<file path="src/rtl/fmps_readout_sequencer.sv">
// Per-FA-cycle readout of the FMPS packet store: waits for the packets, freezes the store, scans it and streams each present word.
// Present words cost at least 4 clocks (1-clock DPRAM read latency); absent indices cost 2. The beat holds until M_TREADY.
module fmps_readout_sequencer #(
  parameter int          INDEX_WIDTH    = 5,
  parameter int          TIMEOUT_CYCLES = 300,
  parameter logic [15:0] DATA_MAGIC     = 16'hCACA
) (
  input  logic                        auroraClk,
  input  logic                        auroraReset,
  input  logic                        enable,
  input  logic                        FAstrobe,
  input  logic [INDEX_WIDTH:0]        expectedCount,
  input  logic [(2**INDEX_WIDTH)-1:0] fmpsBitmap,
  input  logic [INDEX_WIDTH:0]        fmpsCounter,
  output logic                        allFMPSpresent,
  output logic [INDEX_WIDTH-1:0]      readoutAddress,
  input  logic [31:0]                 readoutFMPS,
  output logic                        M_TVALID,
  output logic [31:0]                 M_TDATA,
  output logic                        M_TLAST,
  input  logic                        M_TREADY,
  output logic                        cycleDone,
  output logic [1:0]                  cycleStatus,
  output logic [7:0]                  cycleCounter,
  output logic [15:0]                 errorCount
);

  localparam int                     DEPTH       = 2**INDEX_WIDTH;
  localparam logic [INDEX_WIDTH-1:0] LAST_INDEX  = INDEX_WIDTH'(DEPTH-1);
  localparam logic [15:0]            TIMER_LIMIT = 16'(TIMEOUT_CYCLES-1);

  typedef enum logic [2:0] {
    S_IDLE, S_WAIT, S_ADDR, S_SETTLE, S_CHECK, S_SEND, S_DONE
  } state_t;

  state_t      state, stateNext;
  logic [15:0] timer;
  logic        timeoutFlag, headerFlag, strobePending;

  logic startCycle, overrun, reportDone, freeze, advance, capture;
  logic handshake, pendingNow, countReached, waitOver, headerBad, lastWord;

  function automatic logic [15:0] satInc(input logic [15:0] v);
    return (v == 16'hFFFF) ? v : v + 16'd1;
  endfunction

  always_ff @(posedge auroraClk) begin
    if (auroraReset) state <= S_IDLE;
    else             state <= stateNext;
  end

  always_comb begin
    stateNext    = state;
    startCycle   = 1'b0;
    overrun      = 1'b0;
    reportDone   = 1'b0;
    freeze       = 1'b0;
    advance      = 1'b0;
    capture      = 1'b0;
    handshake    = M_TVALID && M_TREADY;
    pendingNow   = strobePending || FAstrobe;
    countReached = fmpsCounter >= expectedCount;
    waitOver     = countReached || (timer == TIMER_LIMIT);
    headerBad    = readoutFMPS[31] || readoutFMPS[30] || readoutFMPS[29]
                || (readoutFMPS[28:24] != 5'(readoutAddress))
                || (readoutFMPS[23:8] != DATA_MAGIC)
                || (readoutFMPS[7:0] != cycleCounter);
    lastWord     = ((fmpsBitmap >> readoutAddress) >> 1) == '0;

    if (!enable) begin
      // An in-flight beat is allowed to complete before dropping to IDLE
      if (state != S_SEND || handshake) stateNext = S_IDLE;
    end else begin
      case (state)
        S_IDLE: begin
          if (FAstrobe) begin
            startCycle = 1'b1;
            stateNext  = S_WAIT;
          end
        end
        S_WAIT, S_ADDR, S_SETTLE, S_CHECK: begin
          if (FAstrobe) begin
            overrun    = 1'b1;
            startCycle = 1'b1;
            stateNext  = S_WAIT;
          end else if (state == S_WAIT) begin
            if (waitOver) begin
              freeze    = 1'b1;
              stateNext = S_SETTLE;
            end
          end else if (state == S_ADDR) begin
            if (readoutAddress == LAST_INDEX) begin
              stateNext = S_DONE;
            end else begin
              advance   = 1'b1;
              stateNext = S_SETTLE;
            end
          end else if (state == S_SETTLE) begin
            stateNext = fmpsBitmap[readoutAddress] ? S_CHECK : S_ADDR;
          end else begin
            capture   = 1'b1;
            stateNext = S_SEND;
          end
        end
        S_SEND: begin
          if (handshake) begin
            if (pendingNow) begin
              overrun    = 1'b1;
              startCycle = 1'b1;
              stateNext  = S_WAIT;
            end else begin
              stateNext = M_TLAST ? S_DONE : S_ADDR;
            end
          end
        end
        S_DONE: begin
          reportDone = 1'b1;
          if (FAstrobe) begin
            startCycle = 1'b1;
            stateNext  = S_WAIT;
          end else begin
            stateNext = S_IDLE;
          end
        end
        default: stateNext = S_IDLE;
      endcase
    end
  end

  always_ff @(posedge auroraClk) begin
    if (auroraReset) begin
      allFMPSpresent <= 1'b0;
      readoutAddress <= '0;
      M_TVALID       <= 1'b0;
      M_TDATA        <= '0;
      M_TLAST        <= 1'b0;
      cycleDone      <= 1'b0;
      cycleStatus    <= 2'd0;
      cycleCounter   <= 8'd0;
      errorCount     <= 16'd0;
      timer          <= 16'd0;
      timeoutFlag    <= 1'b0;
      headerFlag     <= 1'b0;
      strobePending  <= 1'b0;
    end else begin
      cycleDone <= 1'b0;
      if (state == S_WAIT) timer <= timer + 16'd1;
      if (startCycle) begin
        cycleCounter   <= cycleCounter + 8'd1;
        allFMPSpresent <= 1'b0;
        timer          <= 16'd0;
        timeoutFlag    <= 1'b0;
        headerFlag     <= 1'b0;
        strobePending  <= 1'b0;
      end
      if (overrun) begin
        cycleDone   <= 1'b1;
        cycleStatus <= 2'd3;
        errorCount  <= satInc(errorCount);
      end
      if (reportDone) begin
        cycleDone   <= 1'b1;
        cycleStatus <= headerFlag ? 2'd2 : (timeoutFlag ? 2'd1 : 2'd0);
      end
      if (freeze) begin
        allFMPSpresent <= 1'b1;
        readoutAddress <= '0;
        timeoutFlag    <= !countReached;
      end
      if (advance) readoutAddress <= readoutAddress + INDEX_WIDTH'(1);
      if (capture) begin
        M_TDATA  <= readoutFMPS;
        M_TLAST  <= lastWord;
        M_TVALID <= 1'b1;
        if (headerBad) begin
          headerFlag <= 1'b1;
          errorCount <= satInc(errorCount);
        end
      end
      // A strobe during a stalled beat closes the frame on that beat
      if (state == S_SEND && enable && FAstrobe && !handshake) begin
        strobePending <= 1'b1;
        M_TLAST       <= 1'b1;
      end
      if (handshake) M_TVALID <= 1'b0;
      if (!enable) begin
        allFMPSpresent <= 1'b0;
        strobePending  <= 1'b0;
      end
    end
  end

endmodule

</file>
<file path="config.mk">
export PLATFORM = sky130hd
export DESIGN_NAME = fmps_readout_sequencer
export DESIGN_NICKNAME = d
export VERILOG_FILES = /design/src/rtl/fmps_readout_sequencer.sv
export SDC_FILE = /design/constraint.sdc
export NUM_CORES = 1
export LEC_CHECK = 0
export BUFFER_PORTS_ARGS = -buffer_cell sky130_fd_sc_hd__buf_4
export CAP_MARGIN = 20
export CORE_UTILIZATION = 50
export DETAILED_ROUTE_END_ITERATION = 12
export PLACE_DENSITY_LB_ADDON = 0.2
export REMOVE_ABC_BUFFERS = 1
export SETUP_SLACK_MARGIN = 0.2
export SYNTH_ARGS = -nofsm -noshare
export SYNTH_HDL_FRONTEND = slang
export SYNTH_SLANG_ARGS = --single-unit
</file>
<file path="constraint.sdc">
create_clock -name auroraClk -period 5.5 [get_ports auroraClk]
set_input_delay 0.825 -clock auroraClk [delete_from_list [all_inputs] [get_ports auroraClk]]
set_output_delay 0.825 -clock auroraClk [all_outputs]
set_load 0.03 [all_outputs]
</file>
* After elaboration in Yosys (flattened, before gate mapping)
Cells that the tools add are included.
W data, S select, Z words.
** Storage, ports and cells
- Bits in registers :: 89
- Input bits :: 81
- Logic and storage cells :: 130
** Cells by class
- Add/subtract/negate cells :: 4
- Magnitude comparators :: 2
- Equal/unequal tests :: 16
- Shifts and indexed selects :: 1
- Multiplexer cells :: 64
- Bitwise gates (word level) :: 1
- Reduce and logical (&&, ||, !) cells :: 28
** Operator list (count)
- $mux W16 :: 4
- $mux W3 :: 13
- $mux W1 :: 38
- $add A16 B1 Y16 const B :: 2
- $logic_not A32 Y1 :: 1
- $shr A32 B5 Y32 :: 1
- $eq A16 B16 Y1 const B :: 1
- $eq A16 B9 Y1 const B :: 1
- $ne A16 B16 Y1 const B :: 1
- $pmux W3 S4 :: 1
- $reduce_bool A2 Y1 :: 6
- $mux W5 :: 2
- $eq A3 B3 Y1 const B :: 3
- $ne A3 B3 Y1 const B :: 3
- $add A8 B1 Y8 const B :: 1
- $logic_or A1 B1 Y1 :: 8
- $ne A8 B8 Y1 :: 1
- $eq A3 B2 Y1 const B :: 2
- $ge A6 B6 Y1 :: 1
- $lt A5 B6 Y1 const B :: 1
- $mux W2 :: 3
- $reduce_or A2 Y1 :: 3
- $reduce_or A6 Y1 :: 1
- $add A5 B1 Y5 const B :: 1
- 12 further kinds :: 17

* Logic depth before layout (Yosys ltp)
Gate-level depths: netlist of run 1.
- Depth in word-level cells :: 9
- Gate-level depth with buffers :: 11
- Mapped depth without buffers :: 9

* Worst setup path before layout of run 1
OpenSTA, ideal clock, no wires.
- Path kind :: input to register
- Start point :: in enable
- End point :: reg errorCount[15]
- Library setup time :: 0.128 ns
- Arrival time :: 2.391 ns
- Required time :: 5.372 ns
- Slack :: 2.981 ns
- Stages :: 8
- Cell sequence :: buf_2 > nand2_1 > nor3_2 > o21ai_1 > buf_2 > a2111oi_0 > mux2i_1 > nor2_1
** Between the ends
- Longest elaborated chain between the ends :: 4
- Elaborated cells on any way between the ends :: 5
** RTL lines
- start: declaration :: RTL line 10 : input logic enable,
- $mux W1 :: RTL line 70 : if (!enable) begin
- $mux W16 :: RTL line 156 : if (overrun) begin
- $mux W16 :: RTL line 175 : if (headerBad) begin
- $mux W16 * :: RTL line 171 : if (capture) begin
- end signal: assignment :: RTL line 159 : errorCount <= satInc(errorCount);
- end signal: assignment :: RTL line 177 : errorCount <= satInc(errorCount);
- end: declaration :: RTL line 25 : output logic [15:0] errorCount
Every way passes the cells marked *; elsewhere a longest branch is shown, timed or not.
A chain may end at the register's enable or synchronous reset.

* Worst setup path in the final report of run 1
- Start point :: reg readoutAddress[2]
- End point :: reg errorCount[11]
** Between the ends
- Longest elaborated chain between the ends :: 6
** RTL lines
- start: declaration :: RTL line 16 : output logic [INDEX_WIDTH-1:0] readoutAddress,
- start signal: assignment :: RTL line 170 : if (advance) readoutAddress <= readoutAddress + INDEX_WIDTH'(1);
- $ne A5 B5 Y1 :: RTL line 65 : || (readoutFMPS[28:24] != 5'(readoutAddress))
- $logic_or A1 B1 Y1 :: RTL line 65
- $logic_or A1 B1 Y1 :: RTL line 66 : || (readoutFMPS[23:8] != DATA_MAGIC)
- $logic_or A1 B1 Y1 :: RTL line 67 : || (readoutFMPS[7:0] != cycleCounter);
- $mux W16 :: RTL line 175
- $mux W16 :: RTL line 171
No other way between the ends.

==> results of run 1 <==
[Yosys cell counts, types with 12 or more instances]
master	count	area share, %
a21oi_1	61	5.9
o21ai_0	13	1.3
nor2_1	63	4.6
clkbuf_1	29	2.1
dfxtp_1	89	34
nand3_1	29	2.8
xor2_1	31	5.2
and3_1	12	1.4
xnor2_1	12	2.0
mux2i_1	16	3.1
nor3_1	15	1.4
nand2_1	97	7.0
inv_1	21	1.5
[final cells by class]
cell class / count / share of cell area (%)
clock buffer: 9 / 1.898
clock inverter: 7 / 1.208
inverter: 21 / 1.208
multi-input combinational: 492 / 48.44
sequential: 89 / 27.33
tap: 133 / 2.550
timing repair buffer: 151 / 17.37
[per-stage QoR]
| stage | power, mW | instance area [um^2] |
|---|---|---|
| 2_1_floorplan | 0.7279 | 5015 |
| 3_3_place_gp | 0.8101 | 6322 |
| 3_5_place_dp | 0.8152 | 6322 |
| 4_1_cts | 1.268 | 6525 |
| 5_1_grt | 1.316 | 6525 |
| 6_report | 1.262 | 6525 |
[layer usage]
layer	GRT usage (%)	share of wire, %	vias to the layer above
li1	-	-	2525
met1	31.90	43	2402
met2	43.43	49	201
met3	3.839	6.1	25
met4	10.51	1.8	0
met5	0	0	-
[sequential cells by signal, indices dropped and copies added (netlist names)]
signal / count
cycleDone: 1
M_TVALID: 1
allFMPSpresent: 1
cycleCounter: 8
M_TDATA: 32
state: 3
readoutAddress: 5
timeoutFlag: 1
headerFlag: 1
cycleStatus: 2
timer: 16
strobePending: 1
M_TLAST: 1
errorCount: 16
[tightest hold or removal path: cells and delay by family, from the launching register on]
| kind | cells | cell delay [ns] |
|---|---|---|
| DFF | 1 | 0.32 |
| and+or+nand+nor | 1 | 0.05 |
| AOI/OAI and AO/OA | 1 | 0.05 |
[power breakdown]
group	leakage [nW]	total, mW	switching, mW	internal [mW]
combinational	1.75	0.147	0.0738	0.0732
sequential	0.718	0.655	0.00731	0.647
clock	0.0977	0.461	0.246	0.215
total	2.56	1.26	0.327	0.935
[logic make-up (layout without fill, tap and decap cells)]
logic type / after synthesis / count (layout) / synth area share (%)
muxes: 34 / 34 / 9.833
adders and majority gates: 11 / 11 / 2.658
DFF: 89 / 89 / 34.40
buffers and inverters: 58 / 188 / 4.687
xor gates and xnor gates: 43 / 43 / 7.272
AOI/OAI and AO/OA: 128 / 128 / 15.56
and+or+nand+nor: 276 / 276 / 25.59
[final timing paths]
path / to / slack [ns] / depth (start not counted)
max: errorCount[11]$_SDFF_PP0_ / 2.55 / 7
min reg2reg: M_TDATA[30]$_SDFFE_PP0P_ / 0.46 / 2
max reg2reg: errorCount[11]$_SDFF_PP0_ / 2.55 / 7
min: M_TDATA[30]$_SDFFE_PP0P_ / 0.46 / 2
==> impl_metrics.csv, run 1 <==
group,metric,value,unit
logic_synthesis,synth-edff-count,0,
cells_and_area,post-route-util,65.85,%
logic_synthesis,ys_seq_area_share,34.40,%
detailed_routing,wirelength,13770,um
cells_and_area,multi_input_area,3161,um^2
detailed_routing,first_pass_iters,5,
floorplanning,num_rows,36,
sta,layout_setup_ws,2.550,ns
global_route,grt_pass1_wl,22480,um
place,dpl.hpwl,10240,um
setup_path,reg2reg_from,"readoutAddress[2]$_SDFFE_PP0P_",
global_route,grt_max_degree,78,
worst_hold_path,hp-start,"M_TDATA[30]$_SDFFE_PP0P_",
clock_tree,cts_max_level,3,
power_and_ir_drop,irDropWorstVdd,0.1055,mV
place,dp.cells,886,
clock_tree,cts_root_buffer,"clkbuf_8",
cells_and_area,mostFrequentLayoutCell,"buf_4",
sta,finClkSkew,0.01766,ns
place,place_congestion,0.9012,
global_route,grt_use_total,25.38,%
outcome,outcome,"completed",
floorplanning,fp.dieH,103.8,um
cells_and_area,area_growth,26.00,%
clock_tree,cts_inserted_buffers,9,
setup_path,crit_path_end_kind,"flop",
sta,max_freq,0.3390,GHz
sta,timing.final.max_slew_violations,0,
detailed_routing,drc,0,
detailed_routing,viasPerCell,5.713,
sta,fin_crit_sh,53.63,%
detailed_routing,drt-initial-drc-count,346,
clock_tree,insertion_delay,0.37,ns
place,io_buffers,147,
logic_synthesis,yosysUniqueCellTypes,65,
floorplanning,num_io_pins,148,
sta,period_needed,2.950,ns
worst_hold_path,hold_path.class,"reg2reg",
setup_path,required,5.77,ns
clock_tree,postCtsSetupBuffers,0,
cells_and_area,final_cell_mix,"buf_4, nand2_1, dfxtp_1",
global_route,grt_overflow_total,0,
power_and_ir_drop,power.leakage,2.563,nW
power_and_ir_drop,power_density,193.5,nW/um^2
cells_and_area,nets,856,
sta,slew_headroom,36.64,%
logic_synthesis,yosys_warnings,0,
setup_path,path_buf_inv,0,
setup_path,startpoint_type,"flop",
run,drv_cap,0,
cells_and_area,diodes,0,
clock_tree,clk_path_buf_depth,2,
detailed_routing,ant_nets,0,
clock_tree,cts_hold_buf,0,
setup_path,critPathMaxStageDelay,0.89,ns
sta,setup_viol,0,
logic_synthesis,netlist_area,5179,um^2
cells_and_area,drive_gt1_share,24.45,%
global_route,antenna_found_initial,0,
cells_and_area,instances_no_fill,902,
cells_and_area,fill_cells,864,
logic_synthesis,synth_ff_type,"dfxtp_1",
setup_path,path_max_fanout,24,
clock_tree,cts_sinks,89,
logic_synthesis,async_flop_share,0,%
logic_synthesis,syn_inst,639,
setup_path,worstSetupPathType,"reg2reg",
setup_path,arrival,3.22,ns
floorplanning,design.core.area,9910,um^2
clock_tree,clk_pin_slew,0.10,ns
logic_synthesis,avgSynthCellArea,8.104,um^2
floorplanning,start_util,52.26,%
clock_tree,cts_tree,"done",
detailed_routing,drt-wirelength-per-cell,15.26,um
setup_path,cp_cell_sequence,"xor2_1 > nor4_1 > nand3_1 > o21ai_1 > a211oi_1 > nand2_1 > mux2_2",
sta,rsz0062_at_grt,"no",
cells_and_area,regArea,1783,um^2
place,dpl_worst_slack,2.472,ns
floorplanning,dieArea,10770,um^2
detailed_routing,route.vias.total,5153,
floorplanning,die_w,103.8,um
sta,setup_tns,0,ns
logic_synthesis,synth-seq-cells,89,
global_route,grt_pass1_vias,4729,
sta,worst_slew_pin_slew,0.9504,ns
sta,holdWs,0.4611,ns
setup_path,crit_start,"readoutAddress[2]$_SDFFE_PP0P_",
sta,finalHoldViolations,0,
clock_tree,cts_resized,0,
setup_path,crit_family,"flip-flops",
setup_path,slowest_stage,"dfxtp_1",
Power figures use the tool's default switching activity.
==> inputs of run 2 (changes only) <==
==> constraint.sdc (replaced) <==
create_clock -name auroraClk -period 2.8 [get_ports auroraClk]
set_input_delay 0.42 -clock auroraClk [delete_from_list [all_inputs] [get_ports auroraClk]]
set_output_delay 0.42 -clock auroraClk [all_outputs]
set_load 0.03 [all_outputs]
==> run 2 against run 1 <==
Effect of this change:
- combinational power is 97% higher
- total power is 96% higher
- cell area is 1.0% higher
- sequential power is 97% higher
- die area stayed put
- highest routed layer unchanged
- sequential share of layout area is 0.24 points lower
- cell count is 0.89% higher
- via count is 1.7% higher
==> impl_metrics.csv, run 2 (synthesized netlist as in run 1, its figures left out) <==
group,metric,value,unit
clock_tree,cts_resized,0,
sta,worst_slew_pin_slew,0.6347,ns
power_and_ir_drop,p_comb_share,11.7,%
detailed_routing,ant_nets,0,
sta,finClkSkew,0.01779,ns
power_and_ir_drop,p_int,1.841,mW
cells_and_area,nets,864,
cells_and_area,area_growth,27.28,%
clock_tree,cts_root_buffer,"clkbuf_8",
floorplanning,dieArea,10770,um^2
floorplanning,design.core.area,9910,um^2
global_route,antenna_found_initial,0,
cells_and_area,final_cell_mix,"buf_4, nand2_1, dfxtp_1",
place,io_buffers,147,
global_route,grt_pass1_wl,22870,um
cells_and_area,fill_cells,855,
cells_and_area,reg.largest.list,"M_TDATA x32, errorCount x16, timer x16",
power_and_ir_drop,irDropWorstVdd,0.1995,mV
detailed_routing,drt-initial-drc-count,285,
clock_tree,clk_path_buf_depth,2,
setup_path,arrival,2.65,ns
clock_tree,cts_sinks,89,
detailed_routing,wirelength,14030,um
clock_tree,insertion_delay,0.36,ns
global_route,grt_use_total,25.83,%
place,place_area,6382,um^2
cells_and_area,multi_input_area,3164,um^2
setup_path,required,3.06,ns
power_and_ir_drop,p_total,2.479,mW
floorplanning,fp.dieH,103.8,um
sta,timing.final.max_slew_violations,0,
setup_path,path_max_fanout,18,
clock_tree,cts_tree,"done",
setup_path,startpoint_type,"flop",
cells_and_area,diodes,0,
floorplanning,num_rows,36,
sta,fin_crit_sh,85.45,%
cells_and_area,regArea,1785,um^2
cells_and_area,final_area,6591,um^2
detailed_routing,first_pass_iters,4,
floorplanning,num_io_pins,148,
place,dpl.hpwl,10570,um
sta,rsz0062_at_grt,"no",
cells_and_area,top_register,"M_TDATA",
floorplanning,die_w,103.8,um
sta,setup_viol,0,
detailed_routing,drc,0,
sta,max_freq,0.4180,GHz
sta,period_needed,2.393,ns
cells_and_area,largest_register_ffs,32,
power_and_ir_drop,clockPowerShare,36.5,%
detailed_routing,drt-wirelength-per-cell,15.42,um
clock_tree,cts_inserted_buffers,9,
global_route,grt_overflow_total,0,
cells_and_area,post-route-util,66.52,%
run,drv_cap,0,
outcome,outcome,"completed",
power_and_ir_drop,switching_power,637.6,uW
detailed_routing,viasPerCell,5.760,
place,dpl_worst_slack,0.3007,ns
place,place_congestion,0.8945,
sta,setup_tns,0,ns
clock_tree,cts_hold_buf,0,
setup_path,worstSetupPathType,"reg2reg",
cells_and_area,mostFrequentLayoutCell,"buf_4",
clock_tree,cts_max_level,3,
floorplanning,start_util,52.26,%
power_and_ir_drop,power.leakage,2.604,nW
sta,slew_headroom,57.49,%
sta,layout_setup_ws,0.4074,ns
power_and_ir_drop,swShare,25.72,%
power_and_ir_drop,power_density,376.1,nW/um^2
clock_tree,clk_pin_slew,0.10,ns
global_route,grt_max_degree,48,
sta,finalHoldViolations,0,
cells_and_area,drive_gt1_share,25.23,%
clock_tree,postCtsSetupBuffers,0,
worst_hold_path,hold_path.class,"in2reg",
power_and_ir_drop,sequentialPowerShare,51.8,%
setup_path,crit_path_end_kind,"flop",
global_route,grt_pass1_vias,4816,
detailed_routing,route.vias.total,5242,
setup_path,r2r_setup_slack,0.41,ns
-- run 2: cell count changes in the layout (fill, tap and decap cells not counted) --
cell | previous run | this run
o21ai_2 | 0 | 1
dfxtp_4 | 0 | 1
buf_4 | 151 | 159
clkinv_2 | 1 | 0
clkbuf_1 | 0 | 1
clkinvlp_4 | 2 | 1
o21ai_1 | 1 | 0
clkinv_4 | 1 | 2
dfxtp_2 | 1 | 0
-- run 2: worst paths after layout --
kind / end / cells after the start / start
max: errorCount[13]$_SDFF_PP0_ / 6 / state[0]$_SDFFE_PP0P_
min: M_TDATA[15]$_SDFFE_PP0P_ / 3 / readoutFMPS[15]
max reg2reg: errorCount[13]$_SDFF_PP0_ / 6 / state[0]$_SDFFE_PP0P_
min reg2reg: M_TDATA[26]$_SDFFE_PP0P_ / 2 / M_TDATA[26]$_SDFFE_PP0P_
-- run 2: final cells by class --
cell class,count,area share [%]
clock buffers,10,1.936
inverters,21,1.196
clock inverters,6,1.139
well taps,133,2.525
flip-flops and latches,89,27.09
repair buffers,159,18.11
multi-input cells,492,48.01
-- run 2: worst max-delay path, cell delays in order, from the launching register on --
cell	delay (ns)
dfxtp_1	0.69
and2_1	0.25
o22ai_1	0.09
a31oi_1	0.53
a21oi_1	0.28
and3_1	0.26
a211oi_1	0.21
-- run 2: power groups by stage --
stage / combinational [mW] / clock [mW] / sequential, mW
2_1_floorplan: 0.109 / 0 / 1.32
3_3_place_gp: 0.283 / 0 / 1.31
6_report: 0.289 / 0.904 / 1.29
4_1_cts: 0.289 / 0.923 / 1.29
3_5_place_dp: 0.288 / 0 / 1.32
5_1_grt: 0.316 / 0.985 / 1.29
-- run 2: metal layers --
| metal | wire length, um | track usage (%) | share of wire (%) |
|---|---|---|---|
| met2 | 6817 | 43.48 | 49 |
| met3 | 794 | 4.531 | 5.7 |
| met1 | 6132 | 33.51 | 44 |
| met4 | 284 | 8.571 | 2.0 |
| met5 | 0 | 0 | 0 |
-- run 2: metrics by stage --
stage                     std cells  hold slack [ns]
final                           910           0.3010
after global routing            910           0.2912
after CTS                       910           0.2923
after detailed placement        894           0.4495
after global placement          894           0.4435
after floorplan                 602           0.4422
